--- src/rtl/fifo_param.sv ---
// rtl/fifo_param.sv - parametrised synchronous FIFO with status and sticky error flags
//
// Circular buffer with explicit wrap pointers and a registered occupancy counter.
// Ports:
//   clk          clock, all state on rising edge
//   rst          asynchronous active-low reset
//   limpar       synchronous flush (pointers, occupancy, flags, valido_sai)
//   escrever     write request, data_ent carries the word
//   ler          read request; data_sai/valido_sai valid one cycle later
//   data_sai     registered read data, holds last value when no read
//   valido_sai   data_sai holds a newly read word this cycle
//   fila_cheia   ocupacao == DEPTH
//   fila_vazia   ocupacao == 0
//   quase_cheia  ocupacao >= QUASE_TH
//   ocupacao     number of stored entries
//   estouro      sticky: write rejected while full
//   subfluxo     sticky: read rejected while empty
module fifo_param #(
    parameter int DATA_W   = 8,
    parameter int DEPTH    = 8,
    parameter int QUASE_TH = 6
) (
    input  logic                       clk,
    input  logic                       rst,
    input  logic                       limpar,
    input  logic                       escrever,
    input  logic [DATA_W-1:0]          data_ent,
    input  logic                       ler,
    output logic [DATA_W-1:0]          data_sai,
    output logic                       valido_sai,
    output logic                       fila_cheia,
    output logic                       fila_vazia,
    output logic                       quase_cheia,
    output logic [$clog2(DEPTH+1)-1:0] ocupacao,
    output logic                       estouro,
    output logic                       subfluxo
);

    localparam int PTR_W = $clog2(DEPTH);
    localparam int CNT_W = $clog2(DEPTH+1);

    localparam logic [PTR_W-1:0] PTR_LAST = PTR_W'(DEPTH - 1);
    localparam logic [CNT_W-1:0] CNT_FULL = CNT_W'(DEPTH);
    localparam logic [CNT_W-1:0] CNT_TH   = CNT_W'(QUASE_TH);

    logic [DATA_W-1:0] mem [DEPTH];

    logic [PTR_W-1:0]  wr_ptr_q, wr_ptr_d;
    logic [PTR_W-1:0]  rd_ptr_q, rd_ptr_d;
    logic [CNT_W-1:0]  cnt_q, cnt_d;
    logic [DATA_W-1:0] data_q, data_d;
    logic              valid_q, valid_d;
    logic              ovf_q, ovf_d;
    logic              udf_q, udf_d;

    logic full, empty;
    logic rd_acc, wr_acc;
    logic mem_we;

    // Status is decoded from the registered count only, so no input reaches an output
    // combinationally.
    assign full  = (cnt_q == CNT_FULL);
    assign empty = (cnt_q == '0);

    // A write into a full FIFO is still accepted when a read frees the slot on the same edge;
    // the read sees the old word because the array update is non-blocking.
    assign rd_acc = ler && !empty;
    assign wr_acc = escrever && (!full || rd_acc);

    // Flush and reset both suppress the array write so nothing leaks into the next fill.
    assign mem_we = wr_acc && !limpar && rst;

    always_comb begin
        wr_ptr_d = wr_ptr_q;
        rd_ptr_d = rd_ptr_q;
        cnt_d    = cnt_q;
        data_d   = data_q;
        valid_d  = 1'b0;
        ovf_d    = ovf_q;
        udf_d    = udf_q;

        if (limpar) begin
            wr_ptr_d = '0;
            rd_ptr_d = '0;
            cnt_d    = '0;
            ovf_d    = 1'b0;
            udf_d    = 1'b0;
        end else begin
            // Wrap by explicit compare so non power-of-two depths work.
            if (wr_acc) begin
                wr_ptr_d = (wr_ptr_q == PTR_LAST) ? '0 : wr_ptr_q + PTR_W'(1);
            end
            if (rd_acc) begin
                rd_ptr_d = (rd_ptr_q == PTR_LAST) ? '0 : rd_ptr_q + PTR_W'(1);
                data_d   = mem[rd_ptr_q];
                valid_d  = 1'b1;
            end
            case ({wr_acc, rd_acc})
                2'b10:   cnt_d = cnt_q + CNT_W'(1);
                2'b01:   cnt_d = cnt_q - CNT_W'(1);
                default: cnt_d = cnt_q;
            endcase
            if (escrever && !wr_acc) begin
                ovf_d = 1'b1;
            end
            if (ler && !rd_acc) begin
                udf_d = 1'b1;
            end
        end
    end

    always_ff @(posedge clk or negedge rst) begin
        if (!rst) begin
            wr_ptr_q <= '0;
            rd_ptr_q <= '0;
            cnt_q    <= '0;
            data_q   <= '0;
            valid_q  <= 1'b0;
            ovf_q    <= 1'b0;
            udf_q    <= 1'b0;
        end else begin
            wr_ptr_q <= wr_ptr_d;
            rd_ptr_q <= rd_ptr_d;
            cnt_q    <= cnt_d;
            data_q   <= data_d;
            valid_q  <= valid_d;
            ovf_q    <= ovf_d;
            udf_q    <= udf_d;
        end
    end

    // Storage is not reset; the pointers and count define which entries are live.
    always_ff @(posedge clk) begin
        if (mem_we) begin
            mem[wr_ptr_q] <= data_ent;
        end
    end

    assign data_sai    = data_q;
    assign valido_sai  = valid_q;
    assign fila_cheia  = full;
    assign fila_vazia  = empty;
    assign quase_cheia = (cnt_q >= CNT_TH);
    assign ocupacao    = cnt_q;
    assign estouro     = ovf_q;
    assign subfluxo    = udf_q;

endmodule

--- config.mk ---
export PLATFORM = sky130hd
export DESIGN_NAME = fifo_param
export DESIGN_NICKNAME = d
export VERILOG_FILES = /design/src/rtl/fifo_param.sv
export SDC_FILE = /design/constraint.sdc
export NUM_CORES = 1
export LEC_CHECK = 0
export ABC_CLOCK_PERIOD_IN_PS = 2400
export CAP_MARGIN = 20
export CORE_ASPECT_RATIO = 1.2
export CORE_MARGIN = 2
export CORE_UTILIZATION = 45
export DETAILED_ROUTE_END_ITERATION = 12
export GPL_ROUTABILITY_DRIVEN = 0
export PLACE_DENSITY_LB_ADDON = 0.08
export SETUP_SLACK_MARGIN = 0.5
export SKIP_CTS_REPAIR_TIMING = 1
export SYNTH_ARGS = -nofsm -noshare
export SYNTH_HDL_FRONTEND = slang
export SYNTH_SLANG_ARGS = --single-unit
--- constraint.sdc ---
create_clock -name clk -period 2.4 [get_ports clk]
set_input_delay 0.72 -clock clk [delete_from_list [all_inputs] [get_ports clk]]
set_output_delay 0.72 -clock clk [all_outputs]
set_load 0.03 [all_outputs]
; After elaboration in Yosys (flattened, before gate mapping)
; Memories as Yosys holds them, arrays and structs flattened. A register that Yosys moved wholly into a read port is not among the register bits.
; Cells that the tools add are included.
[totals]
ff_bits = 13
ram_bits = 64
output_inout_bits = 18
wordCells = 54
memories = 1
[op_classes]
n_addsub = 4
n_lt_le_gt_ge = 1
n_eq_ne = 5
muxes = 16
bitwise_logic = 1
reduce_logical = 20
[memory_table]
columns = name, depth, width, read_ports, rd_ports_with_merged_regs, write_ports, line_no
row1 = mem, 8, 8, 1, 1, 1, 46  ; logic [DATA_W-1:0] mem [DEPTH];
[op_table]
columns = op, n
row1 = two-way mux 3 bit, 6
row2 = two-way mux 1 bit, 8
row3 = case mux 4 bit (2 select lines), 1
row4 = nonzero test 2 bit, 4
row5 = "adder 3 x 1 -> 3 bit, second input constant", 2
row6 = "== test 3 bit, second input constant", 2
row7 = logical AND 1 bit, 6
row8 = logical NOT 1 bit, 6
row9 = "adder 4 x 1 -> 4 bit, second input constant", 1
row10 = "== test 4 bit, second input constant", 1
row11 = ">= comparator 4 x 3 -> 1 bit, second input constant", 1
row12 = logical NOT 4 bit, 1
row13 = two-way mux 4 bit, 1
row14 = "subtractor 4 x 1 -> 4 bit, second input constant", 1
row15 = nonzero test 3 bit, 1
row16 = "== test 2 x 1 -> 1 bit, second input constant", 1
row17 = "== test 2 bit, second input constant", 1
row18 = AND reduction 2 bit, 1
row19 = logical OR 1 bit, 1
row20 = NOT 1 bit, 1

; Logic depth before layout (Yosys ltp)
[depth]
depth_word = 9
mapped_depth = 8

; Worst setup path before layout
; No wires, ideal clock.
[synth_path]
kind = flip-flop to flip-flop
startpoint = register cnt_q[1] (netlist: ocupacao[1])
endpoint = register cnt_q[3] (netlist: ocupacao[3])
setup_time_ns = 0.123
t_arrival_ns = 2.651
required_ns = 2.277
path_slack_ns = -0.374
path_stages_with_launch = 9
path_buffers = 0
period_less_slack_ns = 2.774
cell_sequence = dfrtp_1 -> or3_2 -> o21ai_1 -> nor2_1 -> ha_1 -> a211oi_1 -> or4_1 -> a31oi_1 -> a21oi_1
[synth_via]
elab_chain_cells = 8
word_cells_on_any_way = 14
cone_classes = 2 x add/sub / 3 x eq/ne / 2 x mux / 7 x reduce/logical
[synth_rtl]
columns = item, line_no
row1 = start: declaration, 50  ; logic [CNT_W-1:0] cnt_q, cnt_d;
row2 = start signal: assignment, 124  ; cnt_q <= cnt_d;
row3 = logical NOT 4 bit, 63  ; assign empty = (cnt_q == '0);
row4 = logical NOT 1 bit, 67  ; assign rd_acc = ler && !empty;
row5 = logical AND 1 bit, 67
row6 = logical OR 1 bit, 68  ; assign wr_acc = escrever && (!full || rd_acc);
row7 = logical AND 1 bit, 68
row8 = == test 2 x 1 -> 1 bit / == test 2 bit (equally long branches), 98  ; case ({wr_acc, rd_acc})
row9 = case mux 4 bit (2 select lines), 98
row10 = two-way mux 4 bit, 82  ; if (limpar) begin
; Several ways; a longest one is shown, not always the timed one.
; A chain may end at the register's enable or synchronous reset.

; Final worst setup path
[layout_path]
startpoint = register cnt_q[0] (netlist: ocupacao[0])
endpoint = output port fila_cheia
[layout_via]
elab_chain_cells = 1
[layout_rtl]
columns = item, line_no
row1 = == test 4 bit, 62  ; assign full = (cnt_q == CNT_FULL);
row2 = end: declaration, 31  ; output logic fila_cheia,
; Every way passes these cells.

==> impl_table.tex <==
\begin{tabular}{lr}
\hline
Metric & Value \\
\hline
\multicolumn{2}{l}{\textbf{Routing}} \\
\quad Per-cell routed wire length & 19.8 um \\
\quad Total iterations of the first detailed-routing run & 4 \\
\quad Number of vias in the routed layout & 2,074 \\
\quad Number of remaining DRC errors & 0 \\
\quad Final routed wirelength across all metal layers & 7.43 mm \\
\quad Drt via density & 5.52 \\
\quad Antenna Violating Nets Remaining & 0 \\
\quad Number of DRC markers after the initial detailed-route iteration & 86 \\
\multicolumn{2}{l}{\textbf{STA}} \\
\quad Worst Skew & 9.81 ps \\
\quad Number of hold-slack violations in the final timing report & 0 \\
\quad Unrepaired setup endpoints after global routing & true \\
\quad Worst-Margin Slew & 633 ps \\
\quad Setup slack of the critical path after layout & 40.1 ps \\
\quad Total count of max-transition violations in the final report & 0 \\
\quad Number of failing setup endpoints in the final timing report & 0 \\
\quad Highest clock rate & 424 MHz \\
\quad Min Clock Period, post-route & 2360 ps \\
\quad Post-route clock period utilization & 98.3\% \\
\quad Max transition margin & 57.8\% \\
\multicolumn{2}{l}{\textbf{Setup path}} \\
\quad Worst setup path endpoint & fila\_cheia \\
\quad Source of the worst register-to-register timing path & ocupacao[1] \\
\quad Worst EP arrival & 1640 ps \\
\quad Slack of the worst reg-to-reg path & 70 ps \\
\quad End of the worst register-to-register path & ocupacao[3] \\
\quad Crit path max fanout & 7 \\
\quad Launching instance or port of the critical path & ocupacao[0] \\
\quad Crit path required time & 1680 ps \\
\quad Worst Path Class, Setup & reg2out \\
\quad Path depth of the worst reg2reg path & 8 \\
\quad Launching element type of the critical path & flip-flop \\
\quad CP endpoint kind & output pin \\
\multicolumn{2}{l}{\textbf{Yosys}} \\
\quad Yosys warns & 0 \\
\quad Sequential element share of the synthesized area & 69.7\% \\
\quad \#FFs+latches synth & 85 \\
\quad Net count of the mapped netlist & 227 \\
\quad Synth Flop Type & sky130\_fd\_sc\_hd\_\_edfxtp\_1 \\
\quad Count of mapped cells out of synthesis & 207 \\
\quad Proportion of synthesized flip-flops having asynchronous set or reset & 24.7\% \\
\quad Share of the synthesized area in the top cell type & 54.7\% \\
\quad EDFF count, synth & 64 \\
\quad Mean Syn Cell Area & 17.0 um\^{}2 \\
\quad Unique cell type count in the Yosys netlist & 36 \\
\quad Synth top area cells & sky130\_fd\_sc\_hd\_\_edfxtp\_1 (55\%), sky130\_fd\_sc\_hd\_\_dfrtp\_1 (15\%), sky130\_fd\_sc\_hd\_\_mux4\_2 (10\%) \\
\quad Synthesized cell area & 3510 um\^{}2 \\
\quad Yosys top cell by area & sky130\_fd\_sc\_hd\_\_edfxtp\_1 \\
\multicolumn{2}{l}{\textbf{Floorplanning}} \\
\quad Overall die area & 8530 um\^{}2 \\
\quad Starting Density & 46.1\% \\
\quad Die extent in y & 101 um \\
\quad Floorplan row count & 35 \\
\quad Die width & 84.6 um \\
\quad Number of top-level pins & 31 \\
\quad Area of the core & 7620 um\^{}2 \\
\multicolumn{2}{l}{\textbf{Power and ir drop}} \\
\quad Net switching power figure & 1.39 mW \\
\quad Combinational cell fraction of total power & 34.3\% \\
\quad Leakage power figure & 1.78 nW \\
\quad Largest voltage drop on the vdd net & 553 uV \\
\quad Post-route total power & 4.31 mW \\
\quad Clock Power Share & 23.0\% \\
\quad Power Dens Cells & 932 nW/um\^{}2 \\
\quad Share of power burned in registers & 42.7\% \\
\quad Internal & 2.92 mW \\
\quad Switch share & 32.3\% \\
\multicolumn{2}{l}{\textbf{Clock network}} \\
\quad CTS tree & done \\
\quad H-tree levels & 3 \\
\quad Root Driver & sky130\_fd\_sc\_hd\_\_clkbuf\_8 \\
\quad Number of buffers added by the clock tree synthesis step & 9 \\
\quad Source-to-sink clock delay at the later pin of the worst-skew pair & 360 ps \\
\quad Count of clock tree sinks & 85 \\
\quad Clk slew on worst S/H paths & 80 ps \\
\quad Bufs on Longest Clock Path & 2 \\
\multicolumn{2}{l}{\textbf{Run status}} \\
\quad Outcome & completed \\
\multicolumn{2}{l}{\textbf{Layout}} \\
\quad Antenna cells & 0 \\
\quad Net total in the final layout & 299 \\
\quad Synth-to-layout area growth & 31.7\% \\
\quad Layout fillers & 591 \\
\quad Multi-input combinational cell area & 1150 um\^{}2 \\
\quad Register area & 2450 um\^{}2 \\
\quad Fraction of layout cells with a size suffix above 1 & 38.7\% \\
\multicolumn{2}{l}{\textbf{GRT}} \\
\quad Antenna violations before repair & 0 \\
\quad First-pass GRT wire length & 11.4 mm \\
\quad Largest net degree at the start of global routing & 22 \\
\quad Aggregate global-route resource usage & 18.3\% \\
\quad Global route overflow & 0 \\
\quad Via count of the first global-routing pass & 2,125 \\
\multicolumn{2}{l}{\textbf{Placed design}} \\
\quad Minimum setup slack after placement & -355 ps \\
\quad IO buf count & 30 \\
\quad Half-perimeter wire length after detailed placement & 5.15 mm \\
\multicolumn{2}{l}{\textbf{Run}} \\
\quad Maximum capacitance violations & 0 \\
\multicolumn{2}{l}{\textbf{Min path}} \\
\quad Type of the worst min-delay path & in2async \\
\hline
\end{tabular}
## area by class of cell
class,count,area share (%)
Sequential cell,85,53.0
Clock inverter,5,1.33
Clock buffer,11,2.84
Multi-Input combinational cell,110,24.9
Tap cell,92,2.49
Inverter,3,0.244
Timing Repair Buffer,70,15.2
## per-stage QoR
step                      setup TNS, ps  std cells  instance area, um^2  hold slack, ps  util (%)
after global placement            -1140        351                 4230             485      55.5
after floorplan                   -21.2        207                 3610             424         -
after detailed placement          -1500        351                 4230             504      55.5
after global routing              -40.4        376                 4620             473      60.7
final                                 0        376                 4620             452      60.7
after CTS                          -208        367                 4420             529      58.0
## worst min-delay path by stage
stage	startpoint	to	slack, ps	depth (start not counted)
after CTS	subfluxo	subfluxo	530	2
after detailed placement	subfluxo	subfluxo	500	2
after floorplan	rst	data_sai[0]	420	0
final	rst	data_sai[3]	450	2
after global routing	rst	data_sai[3]	470	2
after global placement	subfluxo	subfluxo	480	2
## Yosys cell counts, drive strengths merged, types with 2 or more instances
cell type,n
nor2,19
or3,3
buf,7
edfxtp,64
nand2,6
a21oi,14
ha,6
nor4,4
clkbuf,2
mux2i,11
nor2b,2
or3b,3
dfrtp,21
mux4,16
xnor2,2
a31oi,2
o211ai,2
a21o,2
nor3,5
inv,3
o21ai,3
a211oi,2
## logic make-up (layout without fill, tap and decap cells)
family | count (synthesis) | in the layout | synth area share [%]
AND/OR/NAND/NOR | 46 | 46 | 6.88
flip-flops | 85 | 85 | 69.7
buffers and inverters | 12 | 89 | 1.60
adder cells (fa/ha/maj) | 7 | 7 | 2.71
AO/OA/AOI/OAI | 27 | 27 | 4.95
XOR/XNOR | 3 | 3 | 0.749
multiplexers | 27 | 27 | 13.4
## metal layers
metal | GRT usage [%] | wire, um
met1 | 21.1 | 3010
met2 | 33.2 | 4010
met3 | 4.50 | 274
met4 | 6.59 | 131
met5 | 0 | 0
## power groups by stage
stage	combinational [mW]	clock, mW	sequential [mW]
4_1_cts	1.39	1.01	1.84
5_1_grt	1.59	1.07	1.86
6_report	1.48	0.990	1.84
3_3_place_gp	1.36	0	1.86
3_5_place_dp	1.38	0	1.87
2_1_floorplan	0.654	0	2.04
## placed cells by master, fill, tap and decap left out, types with 4 or more instances in the layout
master,n
sky130_fd_sc_hd__dfrtp_2,4
sky130_fd_sc_hd__buf_6,16
sky130_fd_sc_hd__buf_4,25
sky130_fd_sc_hd__dlymetal6s2s_1,15
sky130_fd_sc_hd__nand2_1,6
sky130_fd_sc_hd__nor2_1,17
sky130_fd_sc_hd__ha_1,6
sky130_fd_sc_hd__a21oi_1,12
sky130_fd_sc_hd__mux2i_1,11
sky130_fd_sc_hd__clkdlybuf4s50_1,9
sky130_fd_sc_hd__mux4_2,16
sky130_fd_sc_hd__dfrtp_1,17
sky130_fd_sc_hd__edfxtp_1,64
sky130_fd_sc_hd__clkbuf_8,9
## critical path: stages, from the launching register on
cell and delay, ps:
sky130_fd_sc_hd__dfrtp_2 410, sky130_fd_sc_hd__buf_6 140, sky130_fd_sc_hd__or4b_4 520, sky130_fd_sc_hd__inv_2 80, sky130_fd_sc_hd__buf_6 130
## state kept, by name, indices dropped and copies added (netlist names)
register and count:
data_sai 8, valido_sai 1, estouro 1, ocupacao 4, wr_ptr_q 3, mem 64, subfluxo 1, rd_ptr_q 3
No activity file was read; power rests on OpenSTA's default activity.
